`config.mk`:
```
export PLATFORM = sky130hd
export DESIGN_NAME = multdiv_writeback_arbiter
export DESIGN_NICKNAME = d
export VERILOG_FILES = /design/src/rtl/multdiv_writeback_arbiter_pkg.sv /design/src/rtl/multdiv_writeback_arbiter_fifo.sv /design/src/rtl/multdiv_writeback_arbiter.sv
export SDC_FILE = /design/constraint.sdc
export NUM_CORES = 1
export LEC_CHECK = 0
export ABC_AREA = 1
export CORE_ASPECT_RATIO = 0.6
export CORE_MARGIN = 3
export CORE_UTILIZATION = 52
export DETAILED_ROUTE_END_ITERATION = 7
export GPL_ROUTABILITY_DRIVEN = 0
export GPL_TIMING_DRIVEN = 0
export PLACE_DENSITY = 0.83
export SLEW_MARGIN = 20
export SYNTH_ARGS = -nofsm -noshare
export SYNTH_HDL_FRONTEND = slang
export SYNTH_SLANG_ARGS = --single-unit
```
`constraint.sdc`:
```
create_clock -name clock -period 4.15 [get_ports clock]
set_input_delay 0.83 -clock clock [delete_from_list [all_inputs] [get_ports clock]]
set_output_delay 0.83 -clock clock [all_outputs]
set_load 0.01 [all_outputs]
```
`src/rtl/multdiv_writeback_arbiter_pkg.sv`:
```
// Shared constants, entry layout and starvation states
// for the multdiv writeback arbiter.
package multdiv_writeback_arbiter_pkg;

    localparam int XLEN   = 32;
    localparam int REG_W  = 5;
    localparam int RD_HI  = 26;
    localparam int RD_LO  = 22;
    localparam int OP_HI  = 6;
    localparam int OP_LO  = 2;

    localparam logic [REG_W-1:0] RSTATUS  = 5'd30;
    localparam logic [XLEN-1:0]  MULT_EXC = 32'd4;
    localparam logic [XLEN-1:0]  DIV_EXC  = 32'd5;
    localparam logic [4:0]       ALU_MULT = 5'b00110;
    localparam logic [4:0]       ALU_DIV  = 5'b00111;

    typedef struct packed {
        logic [REG_W-1:0] rd;
        logic [XLEN-1:0]  data;
    } md_entry_t;

    typedef enum logic [1:0] {
        ST_IDLE  = 2'd0,
        ST_WAIT  = 2'd1,
        ST_FORCE = 2'd2
    } starve_state_e;

    function automatic md_entry_t form_entry(
        input logic [REG_W-1:0] rd,
        input logic [4:0]       op,
        input logic [XLEN-1:0]  result,
        input logic             exc
    );
        md_entry_t e;
        e.rd   = rd;
        e.data = result;
        if (exc) begin
            e.rd = RSTATUS;
            unique case (1'b1)
                (op == ALU_MULT): e.data = MULT_EXC;
                (op == ALU_DIV):  e.data = DIV_EXC;
                default:          e.data = '0;
            endcase
        end
        return e;
    endfunction

endpackage

```
`src/rtl/multdiv_writeback_arbiter_fifo.sv`:
```
// Circular {rd,data} result buffer with separate occupancy count.
// Exposes every slot and its valid bit for hazard comparison.
module md_result_fifo
    import multdiv_writeback_arbiter_pkg::*;
#(
    parameter int DEPTH = 2
) (
    input  logic                       clk,
    input  logic                       rst_n,
    input  logic                       push,
    input  logic                       pop,
    input  md_entry_t                  wdata,
    output md_entry_t                  head,
    output md_entry_t [DEPTH-1:0]      slots,
    output logic [DEPTH-1:0]           valid,
    output logic [$clog2(DEPTH):0]     count,
    output logic                       full,
    output logic                       empty
);

    localparam int PTR_W = $clog2(DEPTH);
    localparam int CNT_W = PTR_W + 1;

    logic [PTR_W-1:0]      rd_ptr;
    logic [PTR_W-1:0]      wr_ptr;
    logic [CNT_W-1:0]      cnt;
    md_entry_t [DEPTH-1:0] mem;
    logic                  push_ok;
    logic                  pop_ok;
    logic [PTR_W-1:0]      off;

    assign full    = (cnt == CNT_W'(DEPTH));
    assign empty   = (cnt == '0);
    assign pop_ok  = pop && !empty;
    // A full buffer still accepts a push when the head leaves this cycle.
    assign push_ok = push && (!full || pop_ok);
    assign head    = mem[rd_ptr];
    assign slots   = mem;
    assign count   = cnt;

    always_comb begin
        valid = '0;
        off   = '0;
        for (int i = 0; i < DEPTH; i++) begin
            off      = PTR_W'(i) - rd_ptr;
            valid[i] = ({1'b0, off} < cnt);
        end
    end

    always_ff @(posedge clk or negedge rst_n) begin
        if (!rst_n) begin
            rd_ptr <= '0;
            wr_ptr <= '0;
            cnt    <= '0;
            mem    <= '0;
        end else begin
            if (push_ok) begin
                mem[wr_ptr] <= wdata;
                wr_ptr      <= wr_ptr + PTR_W'(1);
            end
            if (pop_ok) begin
                rd_ptr <= rd_ptr + PTR_W'(1);
            end
            unique case ({push_ok, pop_ok})
                2'b10:   cnt <= cnt + CNT_W'(1);
                2'b01:   cnt <= cnt - CNT_W'(1);
                default: cnt <= cnt;
            endcase
        end
    end

endmodule

```
`src/rtl/multdiv_writeback_arbiter.sv`:
```
// Buffers multdiv results and merges them into idle regfile
// write slots; flags RAW hazards and forces stalls on starvation.
module multdiv_writeback_arbiter
    import multdiv_writeback_arbiter_pkg::*;
#(
    parameter int DEPTH        = 2,
    parameter int STARVE_LIMIT = 4
) (
    input  logic             clock,
    input  logic             reset,
    input  logic             md_rdy,
    input  logic [XLEN-1:0]  md_result,
    input  logic [XLEN-1:0]  md_insn,
    input  logic             md_exception,
    input  logic             wb_main_we,
    input  logic [REG_W-1:0] src_a,
    input  logic [REG_W-1:0] src_b,
    output logic             rf_we,
    output logic [REG_W-1:0] rf_rd,
    output logic [XLEN-1:0]  rf_data,
    output logic             hazard_a,
    output logic             hazard_b,
    output logic             stall_main,
    output logic             buf_full,
    output logic             overrun_err
);

    localparam int CNT_W = $clog2(DEPTH) + 1;
    localparam int SC_W  = $clog2(STARVE_LIMIT + 1);

    md_entry_t             in_entry;
    md_entry_t             head;
    md_entry_t [DEPTH-1:0] slots;
    logic [DEPTH-1:0]      valid;
    logic [CNT_W-1:0]      count;
    logic                  empty;
    logic                  pop;
    logic                  blocked;
    logic                  remaining;
    logic                  hit_a;
    logic                  hit_b;
    logic                  unused_insn_bits;

    starve_state_e         state;
    starve_state_e         state_n;
    logic [SC_W-1:0]       scnt;
    logic [SC_W-1:0]       scnt_n;
    logic [SC_W-1:0]       scnt_inc;

    assign in_entry = form_entry(md_insn[RD_HI:RD_LO],
                                 md_insn[OP_HI:OP_LO],
                                 md_result, md_exception);

    assign unused_insn_bits = ^{md_insn[31:27], md_insn[21:7], md_insn[1:0]};

    assign pop       = !empty && !wb_main_we;
    assign blocked   = !empty && wb_main_we;
    // After a pop, something is left if another entry waits or one arrives.
    assign remaining = (count > CNT_W'(1)) || md_rdy;

    md_result_fifo #(.DEPTH(DEPTH)) u_fifo (
        .clk   (clock),
        .rst_n (reset),
        .push  (md_rdy),
        .pop   (pop),
        .wdata (in_entry),
        .head  (head),
        .slots (slots),
        .valid (valid),
        .count (count),
        .full  (buf_full),
        .empty (empty)
    );

    assign rf_we   = pop && (head.rd != '0);
    assign rf_rd   = rf_we ? head.rd : '0;
    assign rf_data = rf_we ? head.data : '0;

    always_comb begin
        hit_a = 1'b0;
        hit_b = 1'b0;
        for (int i = 0; i < DEPTH; i++) begin
            if (valid[i] && slots[i].rd == src_a) hit_a = 1'b1;
            if (valid[i] && slots[i].rd == src_b) hit_b = 1'b1;
        end
        if (md_rdy && in_entry.rd == src_a) hit_a = 1'b1;
        if (md_rdy && in_entry.rd == src_b) hit_b = 1'b1;
    end

    assign hazard_a = reset && (src_a != '0) && hit_a;
    assign hazard_b = reset && (src_b != '0) && hit_b;

    always_ff @(posedge clock or negedge reset) begin
        if (!reset) begin
            overrun_err <= 1'b0;
        end else if (md_rdy && buf_full && !pop) begin
            overrun_err <= 1'b1;
        end
    end

    always_ff @(posedge clock or negedge reset) begin
        if (!reset) begin
            state <= ST_IDLE;
            scnt  <= '0;
        end else begin
            state <= state_n;
            scnt  <= scnt_n;
        end
    end

    assign scnt_inc = scnt + SC_W'(1);

    always_comb begin
        state_n = state;
        scnt_n  = scnt;
        unique case (state)
            ST_IDLE: begin
                scnt_n = '0;
                if (blocked) begin
                    state_n = ST_WAIT;
                    scnt_n  = SC_W'(1);
                end
            end
            ST_WAIT: begin
                if (pop) begin
                    state_n = remaining ? ST_WAIT : ST_IDLE;
                    scnt_n  = '0;
                end else if (blocked) begin
                    scnt_n = scnt_inc;
                    if (scnt_inc >= SC_W'(STARVE_LIMIT - 1)) begin
                        state_n = ST_FORCE;
                    end
                end
            end
            ST_FORCE: begin
                if (pop) begin
                    state_n = remaining ? ST_WAIT : ST_IDLE;
                    scnt_n  = '0;
                end
            end
            default: begin
                state_n = ST_IDLE;
                scnt_n  = '0;
            end
        endcase
    end

    assign stall_main = (state == ST_FORCE);

endmodule

```
Word-level counts from Yosys, hierarchy flattened
Index checks and enable logic that the tools add are counted.

storage, ports and cells
  output and inout bits = 43
  bits in registers = 84
  logic and storage cells = 101

operators by class
  add/subtract/negate cells = 7
  mux-type cells = 28
  equality and inequality tests = 17
  reduce and logical (&&, ||, !) cells = 32
  order comparisons = 7

operators by type and width
  operator            count
  $mux 37             4
  $bwmux 74           1
  $demux 37 s1        1
  $mux 32             1
  $eq 5x5->1          6
  $logic_and 1x1->1   18
  $reduce_bool 5->1   3
  $eq 5x3->1 const B  2
  $mux 2              5
  $mux 3              3
  $pmux 3 s3          1
  $mux 1              8
  $eq 2x2->1 const B  3
  $ne 3x3->1 const B  2
  $pmux 2 s3          1
  $pmux 3 s2          1
  $mux 5              1
  $eq 2x1->1 const B  2
  $logic_not 1->1     4
  $logic_not 2->1     2
  $lt 1x2->1          2
  $lt 1x2->1 const B  2
  $pmux 2 s2          1
  $reduce_and 4->1    1
  13 further kinds    16

Logic depth before layout (Yosys ltp)
Gate-level depths: netlist of the first run.

  depth in word-level cells = 8
  mapped depth = 11

By module
A second synthesis of the first run with hierarchy kept.

second synthesis, totals
  cell total of the unflattened synthesis = 826
  area total of the unflattened synthesis = 5,397.7 um2

by module, submodules not included
  module                     seq. area each (um2)  area each (um2)  cells each  times used
  md_result_fifo             1,951.9               3,794.9          478         1
  multdiv_writeback_arbiter  150.1                 1,602.8          348         1

Worst setup path before layout of the first run
No wires, ideal clock.

  kind = input to output
  from = input md_exception
  to = output hazard_b
  data arrival time = 1.805 ns
  setup slack = 1.515 ns
  required time = 3.320 ns
  cell stages on the path = 11
  buffers on the path = 2
  cells stage by stage = clkbuf_1 -> inv_1 -> buf_2 -> nand2_1 -> nand2_1 -> nand2_1 -> nor2_1 -> nand2_1 -> nor2_1 -> nor2_1 -> nor2_1

on the way
  longest elaborated chain between the ends = 5

RTL lines
  item                line                                 text
  start: declaration  multdiv_writeback_arbiter.sv:14      input logic md_exception,
  $mux 37             multdiv_writeback_arbiter_pkg.sv:38  if (exc) begin
  $eq 5x5->1          multdiv_writeback_arbiter.sv:87      if (md_rdy && in_entry.rd == src_b) hit_b = 1'b1;
  $logic_and 1x1->1   multdiv_writeback_arbiter.sv:87
  $mux 1              multdiv_writeback_arbiter.sv:87
  $logic_and 1x1->1   multdiv_writeback_arbiter.sv:91      assign hazard_b = reset && (src_b != '0) && hit_b;
  end: declaration    multdiv_writeback_arbiter.sv:22      output logic hazard_b,

No other way between the ends.

Worst setup path after layout of the first run
Same ends and word-level chain as after synthesis.

==> impl_metrics.toml, run 1 <==
[outcome]
status = "finished clean"

[synthesis]
synth_warnings = 0
netlist.area_leader.share = 0.418
syn_area_per_cell_um2 = 6.86
synth_nets = 818
async_flop_share = 1.00
synth-seq-cells = 84
synth_seq_area_share = 0.418
yosys-top-cells-area = "dfrtp_1 (42%), nand2_1 (16%), nor2_1 (10%)"
yosys_most_used_dff = "dfrtp_1"
synthCells = 733
synth.distinct_cells = 27
yosys.area.top_type = "dfrtp_1"
yosysMostFrequentCell = "nand2_1"
ys_top_cells_by_count = "nand2_1 (214), nor2_1 (134), inv_1 (105)"
synth_edf_count = 0
syn-cell-area_mm2 = 0.00503

[floorplan]
die_area_mm2 = 0.0109
die_width_um = 133
die_h_um = 82.2
io_pins = 122
start_util = 0.541
row_count = 27
core_area_mm2 = 0.00929

[grt]
grt_pass1_wl_um = 24000
grt_max_degree = 59
grt_usage = 0.279
grt_pass1_vias = 4907
antenna_found_initial = 0
grt.overflow.total = 0

[routing]
firstDrtPassIters = 6
wl_per_cell_um = 15.0
wl_um = 14700
drc = 0
vias_per_cell = 5.25
drtAntennaViolNets = 0
via_count = 5127
drtIter0Drc = 647

[critical_path]
max_stage_delay_ns = 0.55
crit_chain = "clkbuf_1 -> inv_1 -> buf_2 -> nand2_1 -> nand2_1 -> nand2_1 -> nor2_1 -> nand2_1 -> nor2_1 -> nor2_1 -> nor2_1 -> clkdlybuf4s50_1"
cp_top_family = "buffers and inverters"
cp_data_required_time_ns = 3.32
cp-start-kind = "input pin"
r2r-end = "u_fifo.count[1]$_DFFE_PN0P_"
path_class = "input pin to output port"
arrival_ns = 2.70
crit_fanout = 10
crit_path_end_kind = "output port"
crit_buf_inv = 4
worstReg2RegStart = "u_fifo.count[1]$_DFFE_PN0P_"
r2r_setup_slack_ns = 1.97
critical_path.slowest_cell = "clkdlybuf4s50_1"
worst_r2r_path_depth = 10

[worst_hold_path]
min_path_type = "input pin to asynchronous set/reset pin"

[timing]
min_period_over_period = 0.852
hold_viol_final = 0
setup_viol = 0
finalMaxSlewViolations = 0
slew-limit-headroom = 0.590
rsz0062_at_grt = "no"
fin_skew_ns = 0.00647
worst_pin_slew_ns = 0.615
max_freq_mhz = 283
fin_ws_ns = 0.616
timing.hold.ws_ns = 0.409
min_period_ns = 3.53

[clock_network]
root_buffer = "clkbuf_16"
hold_buffers = 0
cts_resized = 0
numCtsBuffers = 9
cts_sinks = 84
post_cts_buffers = 0
clk_pin_slew_ns = 0.06
clk_latency_ns = 0.34
clockBufferDepth = 2
cts_tree = "yes"
htreeDepth = 3

[job]
maxCapViolCount = 0

[power]
max-vdd-ir-drop_mv = 0.341
cellPowerDensity_mw_per_mm2 = 677
leakage_nw = 3.30

[layout]
fill_cells = 749
diodes = 0
syn_to_final_growth_pct = 28.9
fin_cells = 977
postLayoutCellArea_mm2 = 0.00648
final_nets = 928
drive_above_1_share = 0.0791

[placement]
dp_worst_setup_slack_ns = 0.632
portBuffers = 98
hpwlAfterDp_um = 10800
placed_cell_area_mm2 = 0.00619
place_inst = 962
power breakdown:
part | switching [mW] | internal (mW) | leakage (nW)
registers | 0.215 | 1.21 | 1.08
clock network | 0.316 | 0.479 | 0.140
logic | 1.32 | 0.850 | 2.08
total | 1.85 | 2.53 | 3.30
per-stage QoR:
stage / utilization / power [mW] / TNS, ns
after floorplan: - / 2.75 / 0
after global placement: 0.664 / 3.45 / -71.05
after detailed placement: 0.667 / 3.55 / 0
after CTS: 0.698 / 4.36 / 0
after global routing: 0.698 / 4.71 / 0
final: 0.698 / 4.39 / 0
logic make-up (layout without fill, tap and decap cells):
| logic type | Yosys count | count (layout) | synth area share |
|---|---|---|---|
| and+or+nand+nor | 369 | 369 | 0.288 |
| buffers and inverters | 140 | 254 | 0.120 |
| AOI/OAI and AO/OA | 130 | 130 | 0.152 |
| DFF | 84 | 84 | 0.418 |
| adders and majority gates | 6 | 6 | 0.0149 |
| xor gates and xnor gates | 4 | 4 | 0.00697 |
sequential cells by signal, indices dropped and copies added (netlist names):
signal	flops
state	2
u_fifo.count	2
overrun_err	1
scnt	3
u_fifo.rd_ptr	1
u_fifo.wr_ptr	1
u_fifo.slots	74
worst max-delay path by stage:
| stage | startpoint | end | slack [ns] | cells past startpoint |
|---|---|---|---|---|
| final | md_exception | hazard_b | 0.62 | 12 |
| after global routing | md_exception | hazard_a | 0.45 | 12 |
| after CTS | wb_main_we | rf_data[22] | 0.63 | 6 |
| after detailed placement | wb_main_we | rf_data[22] | 0.63 | 6 |
| after global placement | reset | hazard_a | -1.95 | 4 |
| after floorplan | md_exception | hazard_b | 1.52 | 11 |
metal layers:
| metal | part of all wire | wire (um) | vias to the layer above | global-route usage |
|---|---|---|---|---|
| met5 | 0 | 0 | - | 0 |
| met4 | 0.014 | 208 | 0 | 0.0830 |
| met3 | 0.10 | 1490 | 23 | 0.0817 |
| met2 | 0.43 | 6340 | 250 | 0.420 |
| met1 | 0.45 | 6620 | 2393 | 0.394 |
| li1 | - | - | 2461 | - |
cell usage in the layout, fill, tap and decap left out, drive strengths merged:
cell type	instances
buf	25
nand4	3
nor2	137
ha	6
nand3	10
o2111ai	1
nand2	217
xor2	1
a21oi	36
nor3	1
inv	106
o21bai	2
dfrtp	84
nand3b	1
xnor2	3
bufinv	1
o21ai	84
o21a	4
clkinv	1
o211ai	3
clkbuf	24
clkdlybuf4s50	97
worst register-to-register path: stages (launching register included):
cell and delay, ns:
dfrtp_1 0.43, inv_1 0.12, ha_1 0.23, nor2_4 0.07
inv_2 0.09, nand2_2 0.09, nand2_4 0.14, clkbuf_1 0.39
ha_1 0.35, nand2_1 0.07, o21ai_0 0.07
layout make-up:
type	count	area [um2]	area share
multi-input cells	509	2320	0.358
flip-flops and latches	84	2100	0.324
repair buffers	99	1010	0.155
inverters	106	398	0.0614
clock buffers	13	250	0.0386
plain buffers	34	208	0.0321
well taps	130	163	0.0251
clock inverters	2	35.0	0.00541
No activity file was read; power rests on OpenSTA's default activity.
==> inputs of run 2 (changes only) <==
Settings changed: GPL_TIMING_DRIVEN 0 to 1.
Clock period 4.15 ns to 4.45 ns, I/O delays scaled along.
==> impl_metrics.toml, run 2 (synthesized netlist as in run 1, its figures left out) <==
[power]
cellPowerDensity_mw_per_mm2 = 625
power_frac_comb = 0.471
pwr-share-seq = 0.337
swShare = 0.416
total_power_mw = 3.96
p_switching_mw = 1.65
power.internal_mw = 2.31
leakage_nw = 3.21
max-vdd-ir-drop_mv = 0.319
p_clk_frac = 0.192

[layout]
fill_cells = 787
final_nets = 901
largest_reg_flops = 74
final_cell_mix = "nand2_1 (214), nor2_1 (134), inv_1 (105)"
diodes = 0
final_util = 0.682
drive_above_1_share = 0.0658
syn_to_final_growth_pct = 26.1
final_common_cell = "nand2_1"

[outcome]
status = "finished clean"

[clock_network]
root_buffer = "clkbuf_16"
cts_sinks = 84
clockBufferDepth = 2
clk_latency_ns = 0.34
cts_tree = "yes"
numCtsBuffers = 9
post_cts_buffers = 0
clk_pin_slew_ns = 0.06
hold_buffers = 0
cts_resized = 0
htreeDepth = 3

[timing]
min_period_ns = 3.89
setup_viol = 0
setup_tns_ns = 0
rsz0062_at_grt = "no"
slew-limit-headroom = 0.289
max_freq_mhz = 257
finalMaxSlewViolations = 0
fin_ws_ns = 0.555
fin_skew_ns = 0.00429
hold_viol_final = 0
worst_pin_slew_ns = 1.07
min_period_over_period = 0.875

[floorplan]
start_util = 0.541
io_pins = 122
row_count = 27
die_h_um = 82.2
die_area_mm2 = 0.0109
core_area_mm2 = 0.00929
die_width_um = 133

[routing]
via_count = 4892
drtIter0Drc = 427
drtAntennaViolNets = 0
firstDrtPassIters = 5
wl_um = 13800
vias_per_cell = 5.14
wl_per_cell_um = 14.5
drc = 0

[critical_path]
r2r-end = "u_fifo.slots[67]$_DFFE_PN0P_"
critical_path.slowest_cell = "clkdlybuf4s50_1"
r2r_setup_slack_ns = 1.85
crit_chain = "clkdlybuf4s50_1 -> inv_1 -> nand2_1 -> nand2_1 -> nand2_1 -> nor2_1 -> nand2_1 -> nor2_1 -> nor2_1 -> nor2_1 -> clkdlybuf4s50_1"
arrival_ns = 3.00
worstReg2RegStart = "u_fifo.count[0]$_DFFE_PN0P_"
max_stage_delay_ns = 0.55
path_class = "input pin to output port"
crit_path_end_kind = "output port"
crit_fanout = 11
cp_data_required_time_ns = 3.56
cp-start-kind = "input pin"
worst_r2r_path_depth = 10

[grt]
grt_max_degree = 68
grt_pass1_wl_um = 22600
grt_pass1_vias = 4674
antenna_found_initial = 0
grt_usage = 0.261
grt.overflow.total = 0

[worst_hold_path]
min_path_type = "input pin to asynchronous set/reset pin"

[placement]
hpwlAfterDp_um = 9470
dp_worst_setup_slack_ns = 0.612
portBuffers = 99

[job]
maxCapViolCount = 0
run 2: worst max path at each step:
stage,cells past startpoint,startpoint,slack [ns],endpoint
after floorplan,11,md_exception,1.70,hazard_b
after global placement,11,md_exception,0.63,hazard_a
after detailed placement,11,md_exception,0.61,hazard_b
after CTS,11,md_exception,0.58,hazard_b
after global routing,11,md_exception,0.42,hazard_a
final,11,md_exception,0.56,hazard_a
run 2: power by group through the flow:
stage | combinational [mW] | clock, mW | sequential, mW
CTS | 1.87 | 0.771 | 1.33
global route | 2.09 | 0.806 | 1.37
global placement | 1.78 | 0 | 1.31
detailed placement | 1.85 | 0 | 1.34
floorplan | 1.30 | 0 | 1.27
finish | 1.87 | 0.762 | 1.34
run 2: worst max-delay path: cells and delay by family:
family,cells,cell delay [ns]
buffers and inverters,3,1.34
and+or+nand+nor,8,0.77
run 2: final cells by class:
class                      count  area (um2)  share of cell area
multi-input combinational    509        2320               0.366
sequential                    84        2100               0.332
timing repair buffer         106        1050               0.166
inverter                     106         398              0.0628
clock buffer                  12         256              0.0405
tap                          130         163              0.0257
clock inverter                 4        47.5             0.00750
run 2: metal layers:
metal / wire (um) / track usage / share of wire
met5: 0 / 0 / 0
met4: 141 / 0.0654 / 0.010
met1: 6260 / 0.349 / 0.45
met2: 6530 / 0.436 / 0.47
met3: 897 / 0.0617 / 0.065
run 2: per-stage QoR:
stage,area (um2),hold WS (ns),cells
detailed placement,6040,0.475,935
floorplan,5030,0.465,733
finish,6340,0.443,951
global placement,6040,0.472,935
CTS,6340,0.442,951
global route,6340,0.461,951
==> inputs of run 3 (changes only) <==
Settings changed: CTS_CLUSTER_SIZE set to 10, TNS_END_PERCENT set to 5.
==> results of run 3 <==
The final DEF is identical to that of run 2; final timing and power are the same.
